`config.mk`:
```
export PLATFORM = sky130hd
export DESIGN_NAME = sreg_rr_arbiter_flat
export DESIGN_NICKNAME = d
export VERILOG_FILES = /design/src/rtl/sreg_rr_arbiter_if.sv /design/src/rtl/sreg_rr_arbiter.sv /design/src/flat_wrapper.sv
export SDC_FILE = /design/constraint.sdc
export NUM_CORES = 1
export LEC_CHECK = 0
export ABC_AREA = 1
export CAP_MARGIN = 20
export CORE_UTILIZATION = 40
export CTS_CLUSTER_SIZE = 28
export DETAILED_ROUTE_END_ITERATION = 10
export MAX_ROUTING_LAYER = met4
export PLACE_DENSITY = 0.85
export SYNTH_ARGS = -nofsm -noshare
export SYNTH_HDL_FRONTEND = slang
export SYNTH_SLANG_ARGS = --single-unit
```
`constraint.sdc`:
```
create_clock -name Clk -period 1.5 [get_ports Clk]
set_input_delay 0.225 -clock Clk [delete_from_list [all_inputs] [get_ports Clk]]
set_output_delay 0.225 -clock Clk [all_outputs]
set_load 0.03 [all_outputs]
```
`src/rtl/sreg_rr_arbiter_if.sv`:
```
// Requester-side bus of the shared signed register arbiter.
// The lock vector exists only when SREG_ARB_LOCK_EN is defined.
interface sreg_rr_arbiter_if #(
    parameter int DATAWIDTH = 8,
    parameter int NREQ      = 4
);
    localparam int SRCW = (NREQ > 1) ? $clog2(NREQ) : 1;

    logic [NREQ-1:0]             req;
    logic [NREQ*DATAWIDTH-1:0]   d_flat;
    logic [NREQ-1:0]             gnt;
    logic signed [DATAWIDTH-1:0] q;
    logic                        q_valid;
    logic [SRCW-1:0]             q_src;
    logic                        busy;
`ifdef SREG_ARB_LOCK_EN
    logic [NREQ-1:0]             lock;

    modport master (output req, d_flat, lock, input gnt, q, q_valid, q_src, busy);
    modport slave  (input req, d_flat, lock, output gnt, q, q_valid, q_src, busy);
`else
    modport master (output req, d_flat, input gnt, q, q_valid, q_src, busy);
    modport slave  (input req, d_flat, output gnt, q, q_valid, q_src, busy);
`endif
endinterface

```
`src/rtl/sreg_rr_arbiter.sv`:
```
// Round-robin arbiter loading one requester's signed data into a shared register.
// Optional lock/burst mode under macro SREG_ARB_LOCK_EN.
module sreg_rr_arbiter #(
    parameter int DATAWIDTH = 8,
    parameter int NREQ      = 4
) (
    input  logic             Clk,
    input  logic             Rst,
    sreg_rr_arbiter_if.slave bus
);
    localparam int SRCW = (NREQ > 1) ? $clog2(NREQ) : 1;

    typedef enum logic {IDLE = 1'b0, WRITE = 1'b1} state_t;

    state_t                      state_q, state_d;
    logic [SRCW-1:0]             ptr_q, ptr_d;
    logic [SRCW-1:0]             win_q, win_d;
    logic [SRCW-1:0]             q_src_q, q_src_d;
    logic [NREQ-1:0]             gnt_q, gnt_d;
    logic signed [DATAWIDTH-1:0] q_q, q_d;
    logic                        q_valid_q, q_valid_d;
    logic                        rr_found;
    logic [SRCW-1:0]             rr_win;
    logic [SRCW-1:0]             cand;
    logic                        hold;
    logic signed [DATAWIDTH-1:0] d_arr [NREQ];

    function automatic logic [SRCW-1:0] wrap_add(input logic [SRCW-1:0] base, input int off);
        int s;
        s = int'(base) + off;
        if (s >= NREQ) s = s - NREQ;
        return s[SRCW-1:0];
    endfunction

    genvar gi;
    generate
        for (gi = 0; gi < NREQ; gi++) begin : g_unpack
            assign d_arr[gi] = bus.d_flat[gi*DATAWIDTH +: DATAWIDTH];
        end
    endgenerate

`ifdef SREG_ARB_LOCK_EN
    // A locked winner keeps the register and writes every cycle.
    assign hold = bus.req[win_q] & bus.lock[win_q];
`else
    assign hold = 1'b0;
`endif

    // First requester at or after ptr, wrapping at NREQ-1.
    always_comb begin
        rr_found = 1'b0;
        rr_win   = '0;
        cand     = '0;
        for (int k = 0; k < NREQ; k++) begin
            cand = wrap_add(ptr_q, k);
            if (!rr_found && bus.req[cand]) begin
                rr_found = 1'b1;
                rr_win   = cand;
            end
        end
    end

    always_ff @(posedge Clk) begin
        if (Rst) begin
            state_q   <= IDLE;
            ptr_q     <= '0;
            win_q     <= '0;
            gnt_q     <= '0;
            q_q       <= '0;
            q_src_q   <= '0;
            q_valid_q <= 1'b0;
        end else begin
            state_q   <= state_d;
            ptr_q     <= ptr_d;
            win_q     <= win_d;
            gnt_q     <= gnt_d;
            q_q       <= q_d;
            q_src_q   <= q_src_d;
            q_valid_q <= q_valid_d;
        end
    end

    always_comb begin
        state_d = state_q;
        case (state_q)
            IDLE:    if (rr_found) state_d = WRITE;
            WRITE:   if (!hold)    state_d = IDLE;
            default: state_d = IDLE;
        endcase
    end

    always_comb begin
        ptr_d     = ptr_q;
        win_d     = win_q;
        gnt_d     = gnt_q;
        q_d       = q_q;
        q_src_d   = q_src_q;
        q_valid_d = 1'b0;
        case (state_q)
            IDLE: begin
                gnt_d = '0;
                if (rr_found) begin
                    win_d = rr_win;
                    gnt_d = NREQ'(1) << rr_win;
                end
            end
            WRITE: begin
                q_d       = d_arr[win_q];
                q_src_d   = win_q;
                q_valid_d = 1'b1;
                if (!hold) begin
                    gnt_d = '0;
                    ptr_d = wrap_add(win_q, 1);
                end
            end
            default: gnt_d = '0;
        endcase
    end

    assign bus.gnt     = gnt_q;
    assign bus.q       = q_q;
    assign bus.q_valid = q_valid_q;
    assign bus.q_src   = q_src_q;
    assign bus.busy    = (state_q == WRITE);
endmodule

```
`src/flat_wrapper.sv`:
```
// flat-port wrapper written by rule: the top's interface ports become plain ports
module sreg_rr_arbiter_flat 
#(
    parameter int DATAWIDTH = 8,
    parameter int NREQ      = 4
)
  (Clk, Rst, bus_req, bus_d_flat, bus_gnt, bus_q, bus_q_valid, bus_q_src, bus_busy);
  sreg_rr_arbiter_if #(.DATAWIDTH(DATAWIDTH), .NREQ(NREQ)) bus_i ();
  input  logic Clk;
  input  logic Rst;
  input wire logic [$bits(bus_i.req)-1:0] bus_req;
  input wire logic [$bits(bus_i.d_flat)-1:0] bus_d_flat;
  output wire logic [$bits(bus_i.gnt)-1:0] bus_gnt;
  output wire logic [$bits(bus_i.q)-1:0] bus_q;
  output wire logic [$bits(bus_i.q_valid)-1:0] bus_q_valid;
  output wire logic [$bits(bus_i.q_src)-1:0] bus_q_src;
  output wire logic [$bits(bus_i.busy)-1:0] bus_busy;
  assign bus_i.req = bus_req;
  assign bus_i.d_flat = bus_d_flat;
  assign bus_gnt = bus_i.gnt;
  assign bus_q = bus_i.q;
  assign bus_q_valid = bus_i.q_valid;
  assign bus_q_src = bus_i.q_src;
  assign bus_busy = bus_i.busy;
  sreg_rr_arbiter #(.DATAWIDTH(DATAWIDTH), .NREQ(NREQ)) u_core (.Clk(Clk), .Rst(Rst), .bus(bus_i));
endmodule
```
Yosys cells after proc, flatten, opt, wreduce, memory -nomap -nowiden
Index checks and enable logic that the tools add are counted.
{"block": "word_totals", "ff_bits": 20, "latch_bits": 0, "ramBits": 0, "mem_bits_ro": 0, "wordCells": 65, "n_memories": 0}
{"block": "op_classes", "n_addsub": 9, "multipliers": 0, "div": 0, "n_lt_le_gt_ge": 10, "eq_ne": 0, "shift": 1, "mux": 29, "bitwise": 2, "reduce_logical": 7}
{"cell": "$mux 2", "count": 9}
{"cell": "$bmux 8 s2", "count": 1}
{"cell": "$mux 8", "count": 2}
{"cell": "$ge 3x3->1 const B", "count": 5}
{"cell": "$lt 2x3->1 const B", "count": 4}
{"cell": "$mux 1", "count": 10}
{"cell": "$sub 2x1->2 const B", "count": 5}
{"cell": "$bmux 1 s2", "count": 4}
{"cell": "$pmux 4 s2", "count": 1}
{"cell": "$add 2x1->3 const B", "count": 2}
{"cell": "$add 2x2->3 const B", "count": 2}
{"cell": "$mux 4", "count": 1}
{"cell": "$shl 1x2->4 const A", "count": 1}
{"cell": "$ge 2x3->1 const B", "count": 1}
{"cell": "$logic_and 1x1->1", "count": 3}
{"cell": "$logic_not 1->1", "count": 3}
{"cell": "$not 2->3", "count": 1}
{"cell": "$pmux 1 s2", "count": 1}
{"cell": "$reduce_and 2->1", "count": 1}
{"cell": "$not 1->1", "count": 1}

Depth between registers and ports, before layout
Gate-level depths: netlist of run 1.
{"block": "logic_depth", "ltp_word": 17, "mapped_depth": 12}

Worst setup path before layout of run 1
OpenSTA, ideal clock, no wires.
{"block": "synth_path", "path_type": "reg2reg", "start": "register u_core.ptr_q[0]", "end": "register u_core.win_q[1]", "arrival_ns": 1.154, "path_slack_ns": 0.233, "stages_incl_launch_ff": 12, "path_buffers": 1, "cell_sequence": "dfxtp_1 buf_6 inv_6 nand2_1 nand3_1 nand2_1 nor2_2 nand3_2 nand2_2 inv_2 nand2_2 nand2_1"}
{"block": "synth_between", "elab_chain_cells": 15, "elab_cells_between_ends": 38, "classes_between": "add/sub: 7; order compare: 4; mux: 20; reduce/logical: 7"}
{"element": "from (decl)", "line": "sreg_rr_arbiter.sv:16", "source": "logic [SRCW-1:0] ptr_q, ptr_d;"}
{"element": "from (signal assigned)", "line": "sreg_rr_arbiter.sv:74", "source": "ptr_q <= ptr_d;"}
{"element": "parallel branches: the longest is 15 deep, another holds $add 2x1->3"}
{"element": "to (signal assigned)", "line": "sreg_rr_arbiter.sv:75", "source": "win_q <= win_d;"}
{"element": "to (decl)", "line": "sreg_rr_arbiter.sv:17", "source": "logic [SRCW-1:0] win_q, win_d;"}
Several ways; the timed one is not identified. The select of a mux whose other input is x is not followed.
A chain may end at the register's enable or synchronous reset.

Worst setup path after layout of run 1
Ends and elaborated chain as after synthesis.

==> results.sh, run 1 <==
export IMPL_drive_above_1_share_pct=12.9
export IMPL_dp_cells=276
export IMPL_min_period_ns=1.39
export IMPL_ant_nets=0
export IMPL_grt_overflow=0
export IMPL_track_usage_pct=19.0
export IMPL_dpl_cell_area_um2=1770
export IMPL_p_per_area_nw_per_um2=1210
export IMPL_cp_slowest_cell="dfxtp_2"
export IMPL_max_stage_delay_ns=0.35
export IMPL_yosys_top_cells_count="nor2_1 (45), nand2_1 (38), o21ai_0 (28), dfxtp_1 (20), inv_1 (18)"
export IMPL_n_antenna_cell=0
export IMPL_grt_pass1_vias=1197
export IMPL_gp_congestion=0.858
export IMPL_status="finished clean"
export IMPL_initial_core_util_pct=42.6
export IMPL_ctsHtreeMaxLevel=1
export IMPL_synth_area_leaders="dfxtp_1 (34%), nor2_1 (14%), nand2_1 (12%)"
export IMPL_die_area_um2=3180
export IMPL_rows=19
export IMPL_min_path_type="register to register"
export IMPL_ys_seq_area_share_pct=33.8
export IMPL_wl_per_cell_um=10.1
export IMPL_die_h_um=56.4
export IMPL_io_buffers=53
export IMPL_crit_path_cell_trace="buf_12, inv_6, nand2_1, nand2_2, nand2_1, nand2_1, nor2_4, nand3_4, nand2_2, inv_2, nand2_2, nand2_1"
export IMPL_grt_max_degree=17
export IMPL_worstPathRequired_ns=1.70
export IMPL_end_kind="register"
export IMPL_tightest_slew_ns=0.384
export IMPL_cts_setup_buffers=0
export IMPL_p_leak_nw=0.918
export IMPL_clock_path_buffers=2
export IMPL_dr_pass1_iters=4
export IMPL_drc=0
export IMPL_fillCellCount=246
export IMPL_ctsRootBufferMaster="clkbuf_4"
export IMPL_worstPathArrival_ns=1.60
export IMPL_die_x_um=56.4
export IMPL_synth_top_area_share_pct=33.8
export IMPL_hold_viol_final=0
export IMPL_vias=1372
export IMPL_grt_pass1_wl_um=4770
export IMPL_crit_top_cell="nand2_1"
export IMPL_drt_iter0_markers=33
export IMPL_finish_utilization_pct=66.0
export IMPL_start_kind="register"
export IMPL_synthCells=194
export IMPL_ys_ff_latch=20
export IMPL_hpwl_um=2230
export IMPL_synth_most_common_cell="nor2_1"
export IMPL_avgSynthCellArea_um2=6.11
export IMPL_peakVddDrop_uv=811
export IMPL_async_flop_share_pct=0
export IMPL_area_delta_synth_final_pct=54.9
export IMPL_viasPerCell=4.90
export IMPL_final_nets=288
export IMPL_cts_hold_buf=0
export IMPL_critical_path_class="register to register"
export IMPL_grt_antenna_before_repair=0
export IMPL_synth_ff_type="dfxtp_1"
export IMPL_synth_warnings=0
export IMPL_syn_area_um2=1180
export IMPL_cts_tree="built"
export IMPL_netlist_cell_type_count=20
export IMPL_synthesis_nets=232
export IMPL_crit_fanout=10
export IMPL_clock_sinks=20
export IMPL_drv_cap=0
export IMPL_instances_no_fill=280
export IMPL_finalPower_mw=2.22
export IMPL_synth_top_area_cell="dfxtp_1"
export IMPL_synth_edf_count=0
export IMPL_slew_headroom_pct=74.4
export IMPL_clock_latency_ns=0.29
export IMPL_fin_area_um2=1840
export IMPL_core_area_um2=2780
export IMPL_setup_violations_final=0
export IMPL_final_period_utilization_pct=92.7
export IMPL_max_freq_mhz=719
export IMPL_skew_ns=0.00668
export IMPL_cts_buffers=3
export IMPL_ios=54
export IMPL_clk_pin_slew_ns=0.11
export IMPL_routed_wl_um=2830
export IMPL_slew_violations=0
-- flip-flops by register name, summed over array words and instances (netlist names) --
register and cells:
u_core.bus.busy 1, u_core.bus.gnt 4, u_core.bus.q 8, u_core.bus.q_src 2, u_core.bus.q_valid 1, u_core.ptr_q 2
u_core.win_q 2
-- report_power, final --
| group | leakage (nW) | internal (mW) | total [mW] | switching [mW] |
|---|---|---|---|---|
| clock network | 0.0279 | 0.270 | 0.428 | 0.159 |
| registers | 0.165 | 0.628 | 0.677 | 0.0499 |
| logic | 0.725 | 0.428 | 1.11 | 0.683 |
| total | 0.918 | 1.33 | 2.22 | 0.892 |
-- critical path, delay by kind of cell (launching register included) --
kind          cells  cell delay [ns]
simple gates      9             0.72
flops             1             0.35
buf+inv           3             0.22
-- routing by layer --
metal	GRT usage (%)	share of wire (%)	vias up
li1	-	-	733
met1	23.1	45	585
met2	31.3	47	50
met3	4.61	7.0	4
met4	5.23	1.2	0
met5	-	0	-
-- cells by family after synthesis --
family	share of synthesized area (%)
simple gates	37.1
compound gates	18.1
buf+inv	10.3
flops	33.8
xor+xnor	0.739
-- final cells by class --
| cell class | count | area, um^2 | area share, % |
|---|---|---|---|
| repair buffers | 59 | 567 | 30.9 |
| flip-flops and latches | 20 | 402 | 21.9 |
| inverters | 21 | 83.8 | 4.57 |
| clock inverters | 1 | 30.0 | 1.64 |
| well taps | 31 | 38.8 | 2.11 |
| clock buffers | 3 | 22.5 | 1.23 |
| multi-input cells | 145 | 692 | 37.7 |
-- stage by stage --
step	hold WS [ns]	setup TNS (ns)	worst slack (ns)
floorplan	0.491	0	0.233
global placement	0.483	-0.499	-0.0965
detailed placement	0.489	-0.685	-0.139
CTS	0.515	0	0.0841
global route	0.554	-0.0270	-0.00949
finish	0.508	0	0.110
-- placed cells by master, fill, tap and decap left out --
cell / count
nor2_1: 44
clkdlybuf4s50_1: 37
nand2_1: 34
o21ai_0: 27
dfxtp_1: 19
inv_1: 17
dlygate4sd2_1: 15
nand2_2: 10
nand3_1: 8
o22ai_1: 8
buf_4: 6
inv_2: 3
clkbuf_4: 3
nor2_2: 2
nand3_2: 2
nand4_1: 2
a21oi_1: 2
inv_6: 1
nor2_4: 1
nand3_4: 1
o21ai_1: 1
a31oi_1: 1
o21a_1: 1
xor2_1: 1
bufinv_16: 1
buf_12: 1
dfxtp_2: 1
-- final timing paths --
| path | cells past startpoint | startpoint | slack (ns) | end |
|---|---|---|---|---|
| worst max register to register | 12 | u_core.ptr_q[0]$_SDFFE_PP0P_ | 0.11 | u_core.win_q[1]$_SDFFE_PP0P_ |
| worst max-delay path | 12 | u_core.ptr_q[0]$_SDFFE_PP0P_ | 0.11 | u_core.win_q[1]$_SDFFE_PP0P_ |
| worst min-delay path | 2 | u_core.bus.q_src[0]$_SDFFE_PP0P_ | 0.51 | u_core.bus.q_src[0]$_SDFFE_PP0P_ |
| worst min register to register | 2 | u_core.bus.q_src[0]$_SDFFE_PP0P_ | 0.51 | u_core.bus.q_src[0]$_SDFFE_PP0P_ |
-- repair_timing --
action,CTS,global route
setup endpoints to repair,15,6
pin swaps,0,3
resized for setup,15,11
Note: power is estimated with default switching activity, not from simulation.
==> run 2: changes to the inputs <==
CORE_MARGIN = 4   (was not set)
CORE_UTILIZATION = 41   (was 40)
PLACE_DENSITY = 0.86   (was 0.85)
RECOVER_POWER = 100   (was not set)
==> run 2 against run 1 <==
Effect of this change:
- sequential power is 0.7% higher
- sequential cell count unchanged
- clock skew grew 0.00057 ns
- total power increased by 1.1%
- critical path type unchanged
==> results.sh, run 2 (synthesized netlist as in run 1, its figures left out) <==
export IMPL_dpl_cell_area_um2=1770
export IMPL_die_x_um=61.8
export IMPL_final_cell_mix="nor2_1 (43), clkdlybuf4s50_1 (36), nand2_1 (33)"
export IMPL_ctsHtreeMaxLevel=1
export IMPL_start_kind="register"
export IMPL_fin_area_um2=1860
export IMPL_worstPathArrival_ns=1.66
export IMPL_drive_above_1_share_pct=15.1
export IMPL_grt_met3_usage_pct=4.34
export IMPL_min_period_ns=1.44
export IMPL_grt_max_degree=17
export IMPL_hpwl_um=2410
export IMPL_grt_antenna_before_repair=0
export IMPL_dp_cells=276
export IMPL_initial_core_util_pct=43.0
export IMPL_final_common_cell="nor2_1"
export IMPL_clock_path_buffers=2
export IMPL_setup_violations_final=0
export IMPL_routed_wl_um=3070
export IMPL_r2r_start="u_core.ptr_q[0]$_SDFFE_PP0P_"
export IMPL_cts_buffers=3
export IMPL_grt_pass1_wl_um=4710
export IMPL_ant_nets=0
export IMPL_grt_overflow=0
export IMPL_core_area_um2=2760
export IMPL_grt_pass1_vias=1175
export IMPL_critical_path_startpoint="u_core.ptr_q[0]$_SDFFE_PP0P_"
export IMPL_grt_use_met1_pct=19.1
export IMPL_end_kind="register"
export IMPL_io_buffers=53
export IMPL_hp_start="u_core.bus.q_src[0]$_SDFFE_PP0P_"
export IMPL_instances_no_fill=283
export IMPL_clk_pin_slew_ns=0.11
export IMPL_p_leak_nw=0.934
export IMPL_clock_sinks=20
export IMPL_dp_worst_setup_slack_ns=-0.130
export IMPL_die_h_um=61.8
export IMPL_busiest_layer="met2"
export IMPL_hold_viol_final=0
export IMPL_ctsRootBufferMaster="clkbuf_4"
export IMPL_grt_setup_unrepaired="true"
export IMPL_status="finished clean"
export IMPL_fin_tns_setup_ns=0
export IMPL_final_period_utilization_pct=95.8
export IMPL_rows=19
export IMPL_crit_fanout=6
export IMPL_cts_tree="built"
export IMPL_slew_headroom_pct=72.5
export IMPL_ios=54
export IMPL_vias=1395
export IMPL_tightest_slew_ns=0.413
export IMPL_worstPathRequired_ns=1.72
export IMPL_largest_reg_flops=8
export IMPL_max_freq_mhz=696
export IMPL_drv_cap=0
export IMPL_drt_iter0_markers=57
export IMPL_hold_ws_ns=0.516
export IMPL_gp_congestion=0.855
export IMPL_peakVddDrop_uv=806
export IMPL_dr_pass1_iters=4
export IMPL_die_area_um2=3810
export IMPL_skew_ns=0.00725
export IMPL_p_per_area_nw_per_um2=1210
export IMPL_area_delta_synth_final_pct=56.7
export IMPL_wl_per_cell_um=10.8
export IMPL_fillCellCount=262
export IMPL_viasPerCell=4.93
export IMPL_critical_path_class="register to register"
export IMPL_final_nets=291
export IMPL_drc=0
export IMPL_setup_ws_ns=0.0631
export IMPL_min_path_type="register to register"
export IMPL_clock_latency_ns=0.30
export IMPL_slew_violations=0
export IMPL_met2_usage_pct=28.4
export IMPL_track_usage_pct=17.0
export IMPL_n_antenna_cell=0
==> run 2: metal layers <==
layer | wire length (um) | vias up
met4 | 51 | 0
met2 | 1430 | 59
li1 | - | 742
met5 | 0 | -
met3 | 290 | 5
met1 | 1290 | 589
==> run 2: stage by stage <==
stage	utilization, %	power, mW
after floorplan	-	1.41
after global placement	64.2	1.79
after detailed placement	64.2	1.81
after CTS	65.4	2.19
after global routing	67.3	2.40
final	67.3	2.24
==> run 2: timing repair <==
| item | 4_1_cts | 5_1_grt |
|---|---|---|
| pin swaps | 0 | 3 |
| gates resized for setup | 15 | 16 |
| setup buffers | 0 | 3 |
| setup endpoints to repair | 15 | 6 |
| hold buffers | 0 | 0 |
==> run 2: worst max-delay path, stage by stage, from the launching register on <==
cell and delay (ns):
dfxtp_2 0.35, buf_12 0.13, buf_8 0.12, nand2_1 0.06
nand2_1 0.08, nand2_1 0.10, nand2_2 0.08, nand2_2 0.08
nand2_1 0.05, nand2_1 0.08, nand3_2 0.10, inv_2 0.08
nor2_1 0.04
==> run 2: path summary, 6_finish.rpt <==
path,to,slack [ns],cells past startpoint
hold reg to reg,u_core.bus.q_src[0]$_SDFFE_PP0P_,0.52,2
setup / recovery,u_core.bus.gnt[2]$_SDFF_PP0_,0.06,12
hold / removal,u_core.bus.q_src[0]$_SDFFE_PP0P_,0.52,2
setup reg to reg,u_core.bus.gnt[2]$_SDFF_PP0_,0.06,12
==> run 2: area by class of cell <==
type	instances	area, um^2	area share [%]
sequential	20	403	21.7
tap	31	38.8	2.09
timing repair buffer	62	594	32.0
clock inverter	1	30.0	1.62
clock buffer	3	22.5	1.21
inverter	21	83.8	4.51
multi-input combinational	145	684	36.9
==> run 2: report_power, final <==
| group | internal, mW | total (mW) | leakage [nW] | switching [mW] |
|---|---|---|---|---|
| registers | 0.629 | 0.682 | 0.166 | 0.0532 |
| logic | 0.442 | 1.13 | 0.741 | 0.683 |
| clock network | 0.270 | 0.434 | 0.0279 | 0.164 |
==> run 3: changes to the inputs <==
HOLD_SLACK_MARGIN = 0.1   (was not set)
==> results of run 3 <==
Final layout, timing and power as in run 2 (identical DEF).
